==> src/rtl/pc_flow_ctrl.sv <==
// rtl/pc_flow_ctrl.sv - PC redirect arbiter: stall/jump/trap merge, pending-jump capture, flush window
// Optional debug halt support is compiled in with PC_FLOW_CTRL_DBG_HALT_EN.
module pc_flow_ctrl #(
    parameter int ADDR_W       = 32,
    parameter int FLUSH_CYCLES = 2
) (
    input  logic              clk,
    input  logic              rst_n,
    input  logic              stall_req_i,
    input  logic              ex_jump_req_i,
    input  logic [ADDR_W-1:0] ex_jump_addr_i,
    input  logic              trap_req_i,
    input  logic [ADDR_W-1:0] trap_addr_i,
`ifdef PC_FLOW_CTRL_DBG_HALT_EN
    input  logic              dbg_halt_req_i,
    output logic              dbg_halted_o,
`endif
    output logic              hold_flag_o,
    output logic              jump_flag_o,
    output logic [ADDR_W-1:0] jump_addr_o,
    output logic              flush_o,
    output logic              trap_ack_o
);

    if (FLUSH_CYCLES < 0 || FLUSH_CYCLES > 7) begin : g_bad_flush_cycles
        $error("pc_flow_ctrl: FLUSH_CYCLES must be 0..7");
    end

    localparam logic [2:0] FLUSH_LD = 3'(FLUSH_CYCLES);

    typedef enum logic [1:0] {
        ST_RUN   = 2'd0,
        ST_FLUSH = 2'd1,
        ST_HALT  = 2'd2
    } state_t;

    state_t            state_q, state_d;
    logic              pend_vld_q, pend_vld_d;
    logic [ADDR_W-1:0] pend_addr_q, pend_addr_d;
    logic [2:0]        flush_cnt_q, flush_cnt_d;

    logic              dbg_halt_req;
    logic              halted;
    logic              hold;
    logic              jump;
    logic [ADDR_W-1:0] jaddr;
    logic              flush;
    logic              ack;

`ifdef PC_FLOW_CTRL_DBG_HALT_EN
    assign dbg_halt_req = dbg_halt_req_i;
    assign dbg_halted_o = rst_n & halted;
`else
    assign dbg_halt_req = 1'b0;
`endif

    always_comb begin
        state_d     = state_q;
        pend_vld_d  = pend_vld_q;
        pend_addr_d = pend_addr_q;
        flush_cnt_d = flush_cnt_q;
        jump        = 1'b0;
        jaddr       = '0;
        flush       = 1'b0;
        ack         = 1'b0;
        halted      = (state_q == ST_HALT);
        hold        = stall_req_i | halted;

        case (state_q)
            ST_RUN: begin
                if (!stall_req_i) begin
                    if (trap_req_i) begin
                        jump  = 1'b1;
                        jaddr = trap_addr_i;
                        ack   = 1'b1;
                    end else if (pend_vld_q) begin
                        jump  = 1'b1;
                        jaddr = pend_addr_q;
                    end else if (ex_jump_req_i) begin
                        jump  = 1'b1;
                        jaddr = ex_jump_addr_i;
                    end
                end
                if (jump) begin
                    flush       = 1'b1;
                    pend_vld_d  = 1'b0;
                    flush_cnt_d = FLUSH_LD;
                    state_d     = (FLUSH_LD == 3'd0) ? ST_RUN : ST_FLUSH;
                end else begin
                    // A jump arriving while held is the oldest redirect; anything after it is wrong-path.
                    if (stall_req_i && ex_jump_req_i && !pend_vld_q) begin
                        pend_vld_d  = 1'b1;
                        pend_addr_d = ex_jump_addr_i;
                    end
                    if (dbg_halt_req) begin
                        state_d = ST_HALT;
                    end
                end
            end

            ST_FLUSH: begin
                flush = 1'b1;
                if (!stall_req_i) begin
                    if (trap_req_i) begin
                        jump        = 1'b1;
                        jaddr       = trap_addr_i;
                        ack         = 1'b1;
                        flush_cnt_d = FLUSH_LD;
                    end else if (flush_cnt_q <= 3'd1) begin
                        flush_cnt_d = 3'd0;
                        state_d     = ST_RUN;
                    end else begin
                        flush_cnt_d = flush_cnt_q - 3'd1;
                    end
                end
            end

            ST_HALT: begin
                if (ex_jump_req_i && !pend_vld_q) begin
                    pend_vld_d  = 1'b1;
                    pend_addr_d = ex_jump_addr_i;
                end
                if (!dbg_halt_req) begin
                    state_d = ST_RUN;
                end
            end

            default: begin
                state_d = ST_RUN;
            end
        endcase
    end

    always_ff @(posedge clk or negedge rst_n) begin
        if (!rst_n) begin
            state_q     <= ST_RUN;
            pend_vld_q  <= 1'b0;
            pend_addr_q <= '0;
            flush_cnt_q <= 3'd0;
        end else begin
            state_q     <= state_d;
            pend_vld_q  <= pend_vld_d;
            pend_addr_q <= pend_addr_d;
            flush_cnt_q <= flush_cnt_d;
        end
    end

    // Outputs are forced low during reset so the PC register sees no stray hold or jump.
    assign hold_flag_o = rst_n & hold;
    assign jump_flag_o = rst_n & jump;
    assign jump_addr_o = (rst_n && jump) ? jaddr : '0;
    assign flush_o     = rst_n & flush;
    assign trap_ack_o  = rst_n & ack;

endmodule

==> config.mk <==
export PLATFORM = sky130hd
export DESIGN_NAME = pc_flow_ctrl
export DESIGN_NICKNAME = d
export VERILOG_FILES = /design/src/rtl/pc_flow_ctrl.sv
export SDC_FILE = /design/constraint.sdc
export NUM_CORES = 1
export LEC_CHECK = 0
export CAP_MARGIN = 20
export CORE_MARGIN = 2
export CORE_UTILIZATION = 35
export CTS_CLUSTER_SIZE = 20
export DETAILED_ROUTE_END_ITERATION = 12
export PLACE_DENSITY = 0.71
export SYNTH_ARGS = -nofsm -noshare
export SYNTH_HDL_FRONTEND = slang
export SYNTH_SLANG_ARGS = --single-unit
==> constraint.sdc <==
create_clock -name clk -period 4.1 [get_ports clk]
set_input_delay 0.82 -clock clk [delete_from_list [all_inputs] [get_ports clk]]
set_output_delay 0.82 -clock clk [all_outputs]
set_load 0.01 [all_outputs]
==> reports/results.tsv <==
metric	value	unit
die height	91.2	µm
Synth Register Bits	37	
wirelength, routed	6.85	mm
Final ANT Viol Nets	0	
Final nets	425	
syn_area_per_cell	10.3	µm²
Unique masters post-synth	33	
routed vias	2385	
GRT Residual Overflow	0	
total CTS buffers	5	
Psw	0.574	mW
ys async rst share	100	%
status	completed	
Min-Delay Path Class	input pin to asynchronous set/reset pin	
Total GRT Usage	16.6	%
row count	31	
sequential area share after synthesis	34.8	%
fin crit share	93.0	%
Worst EP arrival	2.99	ns
pwr dens	415	nW/µm²
vias in the first global route	2323	
Setup Viol. Count Final	0	
Post-synth top cells	dfrtp_1 (37), nor2b_1 (33), a221oi_1 (32)	
Pint	1.04	mW
Area Overhead vs Synth	45.8	%
Reg2Reg Depth	3	
R2R setup slack	2.11	ns
EDFF count, synth	0	
maximum VDD drop	0.217	mV
RSZ-0062 raised after global routing	false	
Clock Skews	0.00497	ns
cts repair resizes	0	
CP max stage delay	0.68	ns
Buffers & Inverters on Critical Path	3	
post-synthesis net count	329	
combinational share of power	43.3	%
Synth top area share	34.8	%
largest net degree at the start of global routing	36	
DRC	0	
port bufs	104	
sw frac	35.6	%
Max Root-Sink Buffers	2	
# hold bufs at CTS	0	
drt wl/cell	15.1	µm
CTS root buf	clkbuf_8	
CP max-delay cell	or4_2	
relative slew slack	45.7	%
fin cells	454	
Syn Inst Count	258	
Most used DFF post-synth	dfrtp_1	
ANT cells	0	
synthesized area	2660	µm²
proportion of power drawn by the clock network	17.6	%
H-tree depth	2	
Slew @ Worst Pin	0.814	ns
routability congestion estimate from global placement	0.794	
Vias/cell	5.25	
clock sink total	37	
insertion delay to the later sink of the worst-skew pair	0.29	ns
critical path, cell by cell	clkdlybuf4s50_1, or4_2, buf_4, a211oi_2, clkdlybuf4s50_1	
largest cells by area after synthesis	dfrtp_1 (35%), a211oi_2 (14%), mux2_1 (13%)	
Die Area	8320	µm²
CP top delay family	buffers and inverters	
Critical Path RT	3.28	ns
Die Width	91.2	µm
Max Clock Freq	0.262	GHz
Yosys warning total	0	
Pre-antenna DRT Iters	4	
cell count along the critical path	5	
max cap viols	0	
placeable core area	7290	µm²
Reg power frac	39.1	%
Setup Buffers After CTS	0	
Starting Density	36.5	%
DPL Wire Length	4.93	mm
setup TNS	0	ns
fillcell total	669	
most used cell along the critical path	clkdlybuf4s50_1	
initial antenna violation count	0	
share of cells above drive strength 1	16.6	%
CTS tree	yes	
Max Transition Viols Final	0	
Hold Fails Final Rpt	0	
cell taking the most area after synthesis	dfrtp_1	
CP Class	input pin to output port	
worst flop-to-flop path endpoint	pend_addr_q[19]	
R2R Path Start	pend_vld_q	
Detailed Route Iter0 Violations	97	
Placed Cells incl. Taps	446	
global-route wire length before repair	11.4	mm
Top-Level Pins	105	
count leader, synth	dfrtp_1	
post-route minimum period	3.81	ns
Pleak	1.39	nW
Crit Path Max Fanout	15	
clock-pin slew on the worst setup and hold paths	0.07	ns
Worst Setup End Kind	output port	
startpoint types	input pin	
-- through the flow --
stage / instance area [µm²] / power (mW) / util (%) / hold WS [ns] / worst slack, ns
CTS: 3880 / 1.63 / 53.2 / 0.450 / 0.259
detailed placement: 3780 / 1.34 / 51.8 / 0.476 / 0.258
global placement: 3780 / 1.31 / 51.8 / 0.469 / 0.283
floorplan: 2660 / 1.14 / - / 0.458 / 1.40
global route: 3880 / 1.75 / 53.2 / 0.461 / 0.200
finish: 3880 / 1.61 / 53.2 / 0.446 / 0.286
-- worst max-delay path by stage --
stage,startpoint,endpoint
2_1_floorplan,stall_req_i,jump_addr_o[10]
3_3_place_gp,trap_req_i,jump_addr_o[11]
3_5_place_dp,trap_req_i,jump_addr_o[22]
4_1_cts,trap_req_i,jump_addr_o[22]
5_1_grt,trap_req_i,jump_addr_o[22]
6_report,trap_req_i,jump_addr_o[22]
-- layout make-up --
type                            count  area [µm²]  area share, %
Timing Repair Buffer              116        1140           29.3
Clock buffer                        7        96.3           2.48
Tap cell                           99         124           3.19
Clock inverter                      1        5.00          0.129
Inverter                            5        18.8          0.484
Sequential cell                    37         927           23.9
Multi-Input combinational cell    189        1570           40.5
-- state kept, by name, summed over array words and instances, names as in the netlist --
| register | cells |
|---|---|
| pend_addr_q | 32 |
| flush_cnt_q | 3 |
| pend_vld_q | 1 |
| state_q | 1 |
-- logic make-up (layout without fill, tap and decap cells) --
family                     count (synthesis)  in the layout  share of synthesized area (%)
muxes                                     32             32                           13.5
and+or+nand+nor                           81             81                           16.2
buffers and inverters                     32            129                           6.77
AOI/OAI and AO/OA                         74             74                           27.7
DFF                                       37             37                           34.8
adders and majority gates                  2              2                          0.940
-- placed cells by master (no fill, tap or decap), types with 2 or more instances in the layout --
cell / count
dfrtp_1: 36
nand3b_1: 2
nor2b_1: 32
o21ai_0: 2
buf_4: 11
a221oi_1: 32
o21a_1: 2
mux2_1: 30
a21oi_1: 2
clkbuf_8: 7
a211oi_2: 30
clkdlybuf4s50_1: 103
nor2_1: 3
nor3_1: 2
mux2_2: 2
and2_1: 3
nand2_1: 31
ha_1: 2
inv_1: 5
-- layer usage --
| layer | track usage [%] | up-vias | wire (µm) | part of all wire (%) |
|---|---|---|---|---|
| li1 | - | 1160 | - | - |
| met1 | 22.0 | 1148 | 3100 | 45 |
| met2 | 28.0 | 70 | 3360 | 49 |
| met3 | 3.49 | 7 | 322 | 4.7 |
| met4 | 3.54 | 0 | 63 | 0.92 |
| met5 | 0 | - | 0 | 0 |
-- power groups by stage --
stage          Combinational [mW]  Clock, mW  Sequential [mW]
2_1_floorplan               0.529          0            0.608
3_3_place_gp                0.685          0            0.626
3_5_place_dp                0.710          0            0.634
4_1_cts                     0.710      0.296            0.627
5_1_grt                     0.783      0.312            0.653
6_report                    0.698      0.284            0.630
-- worst reg2reg max path, stage by stage, from the launching register on --
cell     delay, ns
dfrtp_2       0.40
buf_4         0.24
and3b_2       0.83
mux2_1        0.41
No activity file was read; power rests on OpenSTA's default activity.
